## config.mk

```make
export PLATFORM = sky130hd
export DESIGN_NAME = seqdet_run_counter_flat
export DESIGN_NICKNAME = d
export VERILOG_FILES = /design/src/rtl/seqdet_run_counter_pkg.sv /design/src/rtl/seqdet_run_counter_if.sv /design/src/rtl/seqdet_run_counter_counter.sv /design/src/rtl/seqdet_run_counter.sv /design/src/flat_wrapper.sv
export SDC_FILE = /design/constraint.sdc
export NUM_CORES = 1
export LEC_CHECK = 0
export BUFFER_PORTS_ARGS = -buffer_cell sky130_fd_sc_hd__buf_2
export CORE_MARGIN = 8
export CORE_UTILIZATION = 60
export CTS_BUF_LIST = sky130_fd_sc_hd__clkbuf_8
export DETAILED_ROUTE_END_ITERATION = 10
export GPL_TIMING_DRIVEN = 0
export PLACE_DENSITY = 0.86
export SYNTH_ARGS = -nofsm -noshare
export SYNTH_HDL_FRONTEND = slang
export SYNTH_SLANG_ARGS = --single-unit
```

## constraint.sdc

```tcl
create_clock -name Clk -period 4.7 [get_ports Clk]
set_input_delay 0.47 -clock Clk [delete_from_list [all_inputs] [get_ports Clk]]
set_output_delay 0.47 -clock Clk [all_outputs]
set_load 0.02 [all_outputs]
```

## src/rtl/seqdet_run_counter_pkg.sv

```systemverilog
// Shared types and constants for the run-length sequence detector.
package seqdet_pkg;

    localparam int SEQDET_ST_W = 2;

    typedef enum logic [SEQDET_ST_W-1:0] {
        SEQ_IDLE = 2'd0,
        SEQ_RUN  = 2'd1,
        SEQ_HIT  = 2'd2
    } seqdet_state_t;

    localparam logic SEQDET_MODE_CYCLE = 1'b0;
    localparam logic SEQDET_MODE_EVENT = 1'b1;

endpackage

```

## src/rtl/seqdet_run_counter_if.sv

```systemverilog
// Control/data bundle between a stimulus source and the run counter.
interface seqdet_run_counter_if #(
    parameter int WIDTH = 16
);

    logic             InA;
    logic             En;
    logic             Clr;
    logic             Mode;
    logic [WIDTH-1:0] Out;
    logic             Match;
    logic             Ovf;

    modport master (
        output InA, En, Clr, Mode,
        input  Out, Match, Ovf
    );

    modport slave (
        input  InA, En, Clr, Mode,
        output Out, Match, Ovf
    );

endinterface

```

## src/rtl/seqdet_run_counter_counter.sv

```systemverilog
// Occurrence counter with sticky overflow flag.
// SEQDET_SAT_EN selects saturation at all-ones; otherwise the counter wraps.
module seqdet_counter #(
    parameter int WIDTH = 16
) (
    input  logic             Clk,
    input  logic             Reset,
    input  logic             Clr,
    input  logic             inc,
    output logic [WIDTH-1:0] count,
    output logic             ovf
);

    logic [WIDTH-1:0] count_q;
    logic             ovf_q;

    always_ff @(posedge Clk or posedge Reset) begin
        if (Reset) begin
            count_q <= '0;
            ovf_q   <= 1'b0;
        end else if (Clr) begin
            count_q <= '0;
            ovf_q   <= 1'b0;
        end else if (inc) begin
`ifdef SEQDET_SAT_EN
            if (&count_q) begin
                ovf_q <= 1'b1;
            end else begin
                count_q <= count_q + WIDTH'(1);
            end
`else
            count_q <= count_q + WIDTH'(1);
            if (&count_q) begin
                ovf_q <= 1'b1;
            end
`endif
        end
    end

    assign count = count_q;
    assign ovf   = ovf_q;

endmodule

```

## src/rtl/seqdet_run_counter.sv

```systemverilog
// Detects runs of RUN_LEN consecutive ones on InA and counts matched cycles or match events.
// Counter overflow policy is chosen by SEQDET_SAT_EN (saturate) versus default wrap.
module seqdet_run_counter
    import seqdet_pkg::*;
#(
    parameter  int WIDTH   = 16,
    parameter  int RUN_LEN = 2,
    localparam int RUN_W   = $clog2(RUN_LEN + 1)
) (
    input logic                 Clk,
    input logic                 Reset,
    seqdet_run_counter_if.slave bus
);

    localparam logic [RUN_W-1:0] RUN_ONE = RUN_W'(1);
    localparam logic [RUN_W-1:0] RUN_MAX = RUN_W'(RUN_LEN);

    seqdet_state_t    state_q, state_d;
    logic [RUN_W-1:0] run_q, run_d;
    logic             matchDly_q;
    logic             match;
    logic             inc;
    logic [WIDTH-1:0] count;
    logic             ovf;

    assign match = (state_q == SEQ_HIT);

    always_comb begin
        state_d = state_q;
        run_d   = run_q;
        case (state_q)
            SEQ_IDLE: begin
                if (bus.InA) begin
                    run_d   = RUN_ONE;
                    state_d = (RUN_LEN == 1) ? SEQ_HIT : SEQ_RUN;
                end else begin
                    run_d = '0;
                end
            end
            SEQ_RUN: begin
                if (bus.InA) begin
                    run_d = run_q + RUN_ONE;
                    if ((run_q + RUN_ONE) == RUN_MAX) begin
                        state_d = SEQ_HIT;
                    end
                end else begin
                    run_d   = '0;
                    state_d = SEQ_IDLE;
                end
            end
            SEQ_HIT: begin
                // The tracker pins at RUN_LEN so long runs never overflow it.
                if (bus.InA) begin
                    run_d = RUN_MAX;
                end else begin
                    run_d   = '0;
                    state_d = SEQ_IDLE;
                end
            end
            default: begin
                run_d   = '0;
                state_d = SEQ_IDLE;
            end
        endcase
    end

    always_ff @(posedge Clk or posedge Reset) begin
        if (Reset) begin
            state_q    <= SEQ_IDLE;
            run_q      <= '0;
            matchDly_q <= 1'b0;
        end else if (bus.Clr) begin
            state_q    <= SEQ_IDLE;
            run_q      <= '0;
            matchDly_q <= 1'b0;
        end else if (bus.En) begin
            state_q    <= state_d;
            run_q      <= run_d;
            matchDly_q <= match;
        end
    end

    // Event mode counts only the first HIT cycle; matchDly_q follows Match in both modes.
    assign inc = bus.En & ~bus.Clr &
                 ((bus.Mode == SEQDET_MODE_EVENT) ? (match & ~matchDly_q) : match);

    seqdet_counter #(
        .WIDTH(WIDTH)
    ) u_counter (
        .Clk  (Clk),
        .Reset(Reset),
        .Clr  (bus.Clr),
        .inc  (inc),
        .count(count),
        .ovf  (ovf)
    );

    assign bus.Out   = count;
    assign bus.Match = match;
    assign bus.Ovf   = ovf;

endmodule

```

## src/flat_wrapper.sv

```systemverilog
// flat-port wrapper written by rule: the top's interface ports become plain ports
module seqdet_run_counter_flat import seqdet_pkg::*;
#(
    parameter  int WIDTH   = 16,
    parameter  int RUN_LEN = 2,
    localparam int RUN_W   = $clog2(RUN_LEN + 1)
)
  (Clk, Reset, bus_InA, bus_En, bus_Clr, bus_Mode, bus_Out, bus_Match, bus_Ovf);
  seqdet_run_counter_if #(.WIDTH(WIDTH)) bus_i ();
  input logic Clk;
  input logic Reset;
  input wire logic [$bits(bus_i.InA)-1:0] bus_InA;
  input wire logic [$bits(bus_i.En)-1:0] bus_En;
  input wire logic [$bits(bus_i.Clr)-1:0] bus_Clr;
  input wire logic [$bits(bus_i.Mode)-1:0] bus_Mode;
  output wire logic [$bits(bus_i.Out)-1:0] bus_Out;
  output wire logic [$bits(bus_i.Match)-1:0] bus_Match;
  output wire logic [$bits(bus_i.Ovf)-1:0] bus_Ovf;
  assign bus_i.InA = bus_InA;
  assign bus_i.En = bus_En;
  assign bus_i.Clr = bus_Clr;
  assign bus_i.Mode = bus_Mode;
  assign bus_Out = bus_i.Out;
  assign bus_Match = bus_i.Match;
  assign bus_Ovf = bus_i.Ovf;
  seqdet_run_counter #(.WIDTH(WIDTH), .RUN_LEN(RUN_LEN)) u_core (.Clk(Clk), .Reset(Reset), .bus(bus_i));
endmodule
```

==> results of run 1 <==
==> flip-flops by register name, summed over array words and instances (netlist names) <==
name and cells:
u_core.u_counter.count 16, u_core.run_q 2, u_core.state_q 2, u_core.matchDly_q 1, u_core.u_counter.ovf 1
==> through the flow <==
| stage | util (%) | hold slack [ps] |
|---|---|---|
| floorplan | - | 459 |
| global placement | 69.5 | 472 |
| detailed placement | 69.5 | 479 |
| CTS | 72.4 | 375 |
| global route | 72.4 | 408 |
| finish | 72.4 | 349 |
==> path summary, 6_finish.rpt <==
check	startpoint	to	slack (ps)	depth (start not counted)
min in group Clk	bus_Clr	u_core.u_counter.count[15]$_DFFE_PP0P_	400	2
max reg2reg	u_core.u_counter.count[2]$_DFFE_PP0P_	u_core.u_counter.count[11]$_DFFE_PP0P_	2690	6
max	u_core.u_counter.count[2]$_DFFE_PP0P_	u_core.u_counter.count[11]$_DFFE_PP0P_	2690	6
min reg2reg	u_core.u_counter.ovf$_DFFE_PP0P_	u_core.u_counter.ovf$_DFFE_PP0P_	490	1
max in group asynchronous	Reset	u_core.u_counter.count[3]$_DFFE_PP0P_	3850	2
min	Reset	u_core.run_q[0]$_DFFE_PP0N_	350	2
==> worst max-delay path: stages, from the launching register on <==
cell and delay, ps:
dfrtp_1 390, a21bo_1 220, buf_6 130, or4_4 540, buf_6 160, o311ai_0 310
o41ai_1 140
==> area by class of cell <==
cell class | instances | area [um2] | area share (%)
inverters | 8 | 30.0 | 2.18
plain buffers | 6 | 46.3 | 3.36
clock buffers | 4 | 55.1 | 4.00
repair buffers | 22 | 110 | 8.00
multi-input cells | 87 | 551 | 40.0
flip-flops and latches | 22 | 551 | 40.0
well taps | 27 | 33.8 | 2.45
==> report_power, final <==
| group | switching [uW] | internal (uW) |
|---|---|---|
| clock network | 60.6 | 74.7 |
| registers | 0.724 | 190 |
| logic | 11.5 | 5.57 |
| total | 72.8 | 270 |
==> cells by family (layout without fill, tap and decap cells) <==
family | count (synthesis) | in the layout
buf+inv | 14 | 40
fa+ha+maj | 2 | 2
simple gates | 54 | 54
flops | 22 | 22
xor+xnor | 8 | 8
mux | 1 | 1
compound gates | 22 | 22
==> layer usage <==
layer / wire length [um] / vias to the layer above
li1: - / 490
met1: 1090 / 497
met3: 161 / 7
met5: 0 / -
met4: 55 / 0
met2: 1270 / 34
==> cells in the final DEF (no fill, tap or decap) <==
master,instances
and4_1,1
ha_1,2
and3b_1,1
mux2i_1,1
buf_6,3
a21bo_1,1
o31ai_1,2
nor3b_1,1
buf_2,22
or3_1,1
o211ai_1,1
o21a_1,1
nor4_1,4
or4_1,2
inv_1,8
o311ai_0,3
dfrtp_1,22
o21ai_0,2
clkbuf_1,2
or4_4,1
xnor2_1,6
nor2b_1,1
a21oi_1,9
nand4b_2,1
nand3_1,8
xor2_1,2
nand3b_1,2
nand4_1,3
clkbuf_8,4
o41ai_1,3
nand2_1,11
nor3_1,4
clkbuf_2,1
nor2_1,9
nand2b_1,4
==> flow_summary_export.csv, run 1 <==
group,metric,value,unit
die,core-area,0.00190,mm2
cells_and_area,drive_above_1_share,21.5,%
pwr,power_density,249,mW/mm2
cells_and_area,nNetsFinal,158,
placement,post-place-cells,172,
worst_setup_path,critPathArrivalTime,2150,ps
yosys,syn_area,0.00118,mm2
yosys,syn_inst,123,
yosys,synth.largest_area_cell,"dfrtp_1",
yosys,post_synth_fa_ha_maj_area_fraction,2.13,%
cts,cts_root_buf,"clkbuf_8",
yosys,syn_area_per_cell,9.57,um2
yosys,synth_flop_cell,"dfrtp_1",
worst_setup_path,path_class,"reg2reg",
worst_hold_path,hp-class,"in2async",
global_route,grt_max_degree,23,
drt,drt-pass1-iter-count,4,
drt,routedWlPerCell,14.6,um
timing,finClkSkew,2.13,ps
timing,finalSetupViolCount,0,
cells_and_area,filler_cell_count,149,
placement,io_buffers,22,
global_route,grt.total_usage,16.5,%
timing,worstMarginPinSlew,807,ps
pwr,p_leak,0.000630,uW
yosys,syn-num-nets,131,
cts,clk_path_buf_depth,2,
cts,cts_resized,0,
drt,vias,1028,
yosys,ys_seq_elements,22,
placement,place_ws,2530,ps
drt,vias_per_cell,5.84,
timing,relSlewSlack,46.1,%
yosys,ys_seq_area_share,46.8,%
cells_and_area,layoutNonFillerInstCount,176,
die,initial_core_util,61.9,%
yosys,synth_top_family_by_area,"simple AND/OR/NAND/NOR gates",
placement,dp_hpwl,1.90,mm
worst_setup_path,endpoint_kind,"register",
global_route,busiest_layer,"met2",
timing,rsz0062_at_grt,"no",
placement,place_congestion,0.818,
cts,cts_tree,"done",
cts,cts.sinks,22,
yosys,ys_async_sr_fraction,100,%
global_route,use_met3,4.09,%
pwr,ir_worst_vdd,171,uV
timing,fmax,0.496,GHz
worst_setup_path,cp_data_required_time,4830,ps
cts,path_clk_slew,80,ps
timing,min_period_over_period,42.9,%
die,die_w,60.3,um
yosys,synthMostInstantiatedCell,"dfrtp_1",
global_route,grt_pass1_wl,4.57,mm
drt,drt_iter0_markers,29,
timing,period_needed,2010,ps
yosys,synth_top_area_share,46.8,%
die,num_rows,16,
timing,fin_setup_tns,0,ps
yosys,synth_common_cells,"dfrtp_1, nand2_1, a21oi_1, nor2_1",
cells_and_area,finalInstanceArea,0.00138,mm2
global_route,grt_overflow,0,
placement,placed_cell_area,0.00132,mm2
yosys,yosysUniqueCellTypes,33,
yosys,synthXorXnorAreaFrac,5.95,%
cts,cts.htree.levels,1,
drt,ant_nets,0,
timing,slew_violations,0,
cts,postCtsHoldBufs,0,
global_route,grt_pass1_vias,1070,
die,die_area,0.00364,mm2
global_route,met1_usage,18.0,%
status,status,"complete, no violations",
global_route,grt_antenna_before_repair,0,
cts,postCtsSetupBuffers,0,
cts,cts_buffers,3,
yosys,synth_compound_area_share,12.5,%
die,die_h,60.3,um
yosys,synthSimpleGateAreaFrac,25.3,%
run,max-cap-violations,0,
pwr,power,343,uW
yosys,synth_mux_area_share,0.850,%
cells_and_area,area_growth,16.9,%
worst_setup_path,critPathLaunchType,"register",
global_route,grt_util_met2,28.7,%
drt,remaining_drc_errors,0,
yosys,synth.area.top_cells,"dfrtp_1, xnor2_1, a21oi_1",
cells_and_area,n_antenna_cell,0,
timing,layout_setup_ws,2690,ps
yosys,yosys_warnings,0,
worst_setup_path,cp_max_fo,10,
die,io_pins,24,
drt,drt_wl_total,2.58,mm
yosys,synth-edff-count,0,
timing,hold_viol,0,
cts,clk_latency,260,ps
Note: power is estimated with default switching activity, not from simulation.
==> run 2, diff against run 1 <==
Settings changed: CORE_UTILIZATION 60 to 56, PLACE_DENSITY 0.86 to 0.81.
Clock period 4.7 ns to 2 ns, I/O delays scaled along.
==> run 2 against run 1 <==
- global-route usage decreased by 1.3 points
- total power increased to 2.6 times the previous value
- first-iteration DRC count increased by 3.4%
- count of clock-buffer cells in the layout decreased by 1
- cell area increased by 4.5%
- non-clock buffer count unchanged
- worst setup slack got worse by 2700 ps
- register-to-register slack got worse by 2700 ps
- sequential share of layout area decreased by 1.6 points
- via count increased by 0.49%
==> flow_summary_export.csv, run 2 (synthesis results as in run 1) <==
group,metric,value,unit
die,io_pins,24,
placement,place_congestion,0.817,
timing,finalSetupViolCount,0,
worst_setup_path,cp_max_fo,8,
placement,dp_hpwl,1.82,mm
pwr,power_density,632,mW/mm2
global_route,grt_antenna_before_repair,0,
worst_setup_path,cp_data_required_time,2200,ps
die,initial_core_util,59.4,%
run,max-cap-violations,0,
cts,clk_latency,270,ps
global_route,use_met3,3.70,%
timing,slew_violations,0,
global_route,grt_util_met2,26.6,%
cells_and_area,n_antenna_cell,0,
cts,cts.htree.levels,1,
pwr,switching_share,20.0,%
pwr,pwr-share-seq,49.3,%
timing,hold_viol,0,
cts,path_clk_slew,80,ps
drt,vias_per_cell,5.87,
cells_and_area,nNetsFinal,158,
cells_and_area,largest_reg_flops,16,
worst_setup_path,critPathLaunchType,"register",
pwr,combPwrFrac,4.6,%
placement,place_ws,13.7,ps
worst_setup_path,path_class,"reg2reg",
cts,cts_buffers,3,
worst_setup_path,reg2reg_slack,10,ps
timing,period_needed,1990,ps
timing,finClkSkew,5.28,ps
cts,cts_resized,1,
global_route,busiest_layer,"met2",
drt,drt_wl_total,2.67,mm
die,die_h,61.9,um
pwr,p_sw,182,uW
pwr,ir_worst_vdd,586,uV
worst_setup_path,endpoint_kind,"register",
timing,fin_setup_tns,0,ps
global_route,grt_pass1_wl,4.35,mm
worst_setup_path,crit_chain,"a21bo_1, buf_6, or4_4, or4_4, a21oi_2",
timing,fmax,0.504,GHz
global_route,met1_usage,16.7,%
timing,layout_setup_ws,14.2,ps
worst_setup_path,slowest_delay,550,ps
pwr,clock_power_share,46.1,%
worst_setup_path,crit_end,"u_core.u_counter.count[12]$_DFFE_PP0P_",
placement,io_buffers,22,
cells_and_area,fin_util,72.5,%
cells_and_area,final_common_cell,"buf_2",
placement,post-place-cells,172,
drt,remaining_drc_errors,0,
pwr,p_leak,0.000639,uW
worst_setup_path,slowest_stage,"or4_4",
status,status,"complete, no violations",
worst_setup_path,critPathArrivalTime,2190,ps
global_route,grt_max_degree,23,
global_route,grt.total_usage,15.3,%
timing,whs,90.3,ps
cts,cts.sinks,22,
cells_and_area,layout_common_cells,"buf_2, dfrtp_1, nand2_1, nor2_1",
cells_and_area,area_growth,22.1,%
drt,routedWlPerCell,15.1,um
cts,cts_root_buf,"clkbuf_8",
cts,clk_path_buf_depth,2,
worst_setup_path,ff2ff_path_depth,5,
timing,rsz0062_at_grt,"yes",
timing,min_period_over_period,99.3,%
drt,vias,1033,
cts,postCtsSetupBuffers,0,
worst_setup_path,crit_top_cell,"or4_4",
die,core-area,0.00198,mm2
die,die_w,61.9,um
cells_and_area,layoutNonFillerInstCount,176,
drt,ant_nets,0,
worst_setup_path,critPathLaunch,"u_core.matchDly_q$_DFFE_PP0N_",
die,die_area,0.00383,mm2
timing,relSlewSlack,43.6,%
worst_setup_path,r2r_start,"u_core.matchDly_q$_DFFE_PP0N_",
cells_and_area,drive_above_1_share,27.5,%
die,num_rows,16,
cts,postCtsHoldBufs,0,
cts,cts_tree,"done",
timing,worstMarginPinSlew,845,ps
pwr,intPower,727,uW
global_route,grt_overflow,0,
drt,drt-pass1-iter-count,4,
worst_hold_path,hp-class,"in2async",
drt,drt_iter0_markers,30,
global_route,grt_pass1_vias,1021,
worst_setup_path,rr_endpoint,"u_core.u_counter.count[12]$_DFFE_PP0P_",
==> run 2: changes by cell type in the layout (fill, tap and decap cells not counted), moves of 2 or more <==
| cell | before | now |
|---|---|---|
| or4_4 | 1 | 3 |
| o311ai_0 | 3 | 0 |
| or4_1 | 2 | 0 |
| o311ai_2 | 0 | 3 |
==> run 2: area by class of cell <==
class | instances | area, um2
tap | 27 | 33.8
timing repair buffer | 22 | 110
clock buffer | 3 | 41.3
inverter | 8 | 30.0
sequential | 22 | 552
fill | 154 | 544
buffer | 6 | 46.3
clock inverter | 1 | 30.0
multi-input combinational | 87 | 594
==> run 2: how the worst min path moves through the flow <==
stage                  from                                      to  slack [ps]  depth (start not counted)
global route        bus_Clr  u_core.u_counter.count[12]$_DFFE_PP0P_         130                          2
floorplan             Reset           u_core.matchDly_q$_DFFE_PP0N_         190                          1
CTS                   Reset  u_core.u_counter.count[13]$_DFFE_PP0P_         120                          2
detailed placement    Reset  u_core.u_counter.count[12]$_DFFE_PP0P_         410                          2
finish                Reset  u_core.u_counter.count[10]$_DFFE_PP0P_          90                          2
global placement      Reset  u_core.u_counter.count[12]$_DFFE_PP0P_         390                          2
==> run 2: worst max-delay path, delay by kind of cell, from the launching register on <==
kind | cells | cell delay [ps]
AND/OR/NAND/NOR | 2 | 1050
flip-flops | 1 | 410
AO/OA/AOI/OAI | 2 | 330
buffers and inverters | 1 | 130
==> run 2: power by group through the flow <==
stage | combinational [uW] | sequential [uW] | clock (uW)
2_1_floorplan | 28.2 | 457 | 0
3_3_place_gp | 39.7 | 457 | 0
3_5_place_dp | 41.1 | 457 | 0
4_1_cts | 41.2 | 448 | 427
5_1_grt | 47.8 | 449 | 441
6_report | 41.7 | 448 | 419
==> run 2: metrics by stage <==
| stage | power (uW) | instance area [um2] |
|---|---|---|
| 3_3_place_gp | 497 | 1320 |
| 3_5_place_dp | 498 | 1320 |
| 6_report | 909 | 1440 |
| 2_1_floorplan | 485 | 1180 |
| 4_1_cts | 916 | 1390 |
| 5_1_grt | 938 | 1440 |
==> run 2: routing by layer <==
layer	vias up	part of all wire, %
li1	498	-
met1	496	42
met5	-	0
met3	7	7.1
met4	0	2.5
met2	32	48
==> run 3, diff against run 2 <==
Settings changed: SETUP_SLACK_MARGIN from default to 0.5.
==> run 3 against run 2 <==
- count of clock-buffer cells in the layout unchanged
- non-clock buffer count increased by 10
- global-route usage increased by 0.79 points
- first-iteration DRC count increased by 13%
- critical endpoint is now u_core.u_counter.count[13]$_DFFE_PP0P_
- largest power group unchanged
==> flow_summary_export.csv, run 3 (synthesis results as in run 1) <==
group,metric,value,unit
status,status,"complete, no violations",
global_route,grt_max_degree,23,
timing,finalSetupViolCount,0,
die,die_h,61.9,um
worst_setup_path,critPathArrivalTime,2060,ps
timing,min_period_over_period,96.9,%
timing,slew_violations,0,
global_route,grt_overflow,0,
die,num_rows,16,
timing,rsz0062_at_grt,"yes",
cells_and_area,largest_reg_flops,16,
global_route,grt_pass1_wl,4.67,mm
drt,vias_per_cell,5.75,
cells_and_area,layout_common_cells,"buf_2, dfrtp_1, nand2_1, nor2_1, inv_1",
placement,place_congestion,0.785,
die,io_pins,24,
worst_setup_path,cp_max_fo,5,
run,max-cap-violations,0,
placement,dp_hpwl,1.82,mm
cells_and_area,drive_above_1_share,38.4,%
pwr,intPower,597,uW
timing,fmax,0.516,GHz
cts,cts_buffers,3,
die,core-area,0.00198,mm2
placement,io_buffers,22,
cts,path_clk_slew,80,ps
timing,worstMarginPinSlew,817,ps
global_route,grt_pass1_vias,1066,
cts,clk_latency,260,ps
die,die_w,61.9,um
cts,clk_path_buf_depth,2,
timing,layout_setup_ws,61.9,ps
cts,cts_tree,"done",
cts,cts.htree.levels,1,
cts,cts.sinks,22,
worst_hold_path,hp-class,"in2async",
timing,relSlewSlack,45.5,%
drt,drt-pass1-iter-count,4,
cells_and_area,area_growth,37.5,%
drt,remaining_drc_errors,0,
drt,drt_wl_total,3.06,mm
die,die_area,0.00383,mm2
worst_setup_path,cp_data_required_time,2130,ps
pwr,clock_power_share,36.3,%
drt,drt_iter0_markers,34,
worst_setup_path,reg2reg_slack,60,ps
drt,vias,1070,
pwr,p_leak,0.000746,uW
pwr,p_sw,174,uW
cells_and_area,nNetsFinal,168,
drt,ant_nets,0,
cells_and_area,n_antenna_cell,0,
cells_and_area,final_common_cell,"buf_2",
worst_setup_path,endpoint_kind,"register",
worst_setup_path,critPathLaunchType,"register",
timing,finClkSkew,5.78,ps
pwr,power,771,uW
timing,period_needed,1940,ps
die,initial_core_util,59.4,%
pwr,pwr-share-seq,58.1,%
worst_setup_path,path_class,"reg2reg",
global_route,grt.total_usage,16.1,%
pwr,combPwrFrac,5.6,%
drt,routedWlPerCell,16.5,um
pwr,switching_share,22.6,%
global_route,grt_antenna_before_repair,0,
timing,fin_setup_tns,0,ps
timing,hold_viol,0,
placement,place_ws,90.7,ps
pwr,ir_worst_vdd,566,uV
cts,cts_root_buf,"clkbuf_8",
pwr,power_density,476,mW/mm2
cts,postCtsHoldBufs,0,
==> run 3: path summary, 6_finish.rpt <==
check / startpoint / cells after the start / to
max reg2reg: u_core.matchDly_q$_DFFE_PP0N_ / 6 / u_core.u_counter.count[13]$_DFFE_PP0P_
max: u_core.matchDly_q$_DFFE_PP0N_ / 6 / u_core.u_counter.count[13]$_DFFE_PP0P_
min: Reset / 2 / u_core.state_q[1]$_DFFE_PP0P_
min reg2reg: u_core.u_counter.count[9]$_DFFE_PP0P_ / 1 / u_core.u_counter.count[9]$_DFFE_PP0P_
min in group Clk: bus_Clr / 2 / u_core.u_counter.count[15]$_DFFE_PP0P_
max in group asynchronous: Reset / 2 / u_core.u_counter.count[3]$_DFFE_PP0P_
==> run 3: what timing repair did <==
item	4_1_cts	5_1_grt
pin swaps	1	1
gates cloned	1	0
resized for setup	6	23
endpoints found under the setup margin	13	14
setup buffers	3	6
==> run 3: power by group through the flow <==
stage / clock [uW] / combinational (uW) / sequential, uW
finish: 280 / 43.3 / 448
CTS: 281 / 42.1 / 448
floorplan: 0 / 28.3 / 457
global route: 305 / 49.5 / 449
global placement: 0 / 39.9 / 457
detailed placement: 0 / 40.7 / 457
==> run 3: critical path, stage by stage, from the launching register on <==
cell and delay, ps:
dfrtp_1 410, a21bo_1 190, buf_6 120, or4_4 540, buf_6 170, o311ai_4 240, o41ai_2 140
==> run 3: layer usage <==
| metal | routed length (um) | track usage (%) |
|---|---|---|
| met4 | 51 | 5.52 |
| met5 | 0 | 0 |
| met1 | 1360 | 19.4 |
| met3 | 178 | 4.12 |
| met2 | 1470 | 26.9 |
==> run 3: cell type report <==
type                    count  area, um2
plain buffers               6       46.3
clock buffers               3       41.3
repair buffers             32        186
fillers                   117        363
clock inverters             1       3.75
multi-input cells          87        722
inverters                   8       30.0
well taps                  27       33.8
flip-flops and latches     22        556
==> run 3: metrics by stage <==
step	std cells	hold WS (ps)	area [um2]	utilization (%)
detailed placement	172	399	1330	66.9
global placement	172	404	1330	66.9
floorplan	123	189	1180	-
CTS	180	115	1440	72.5
global route	186	134	1620	81.7
finish	186	85.3	1620	81.7
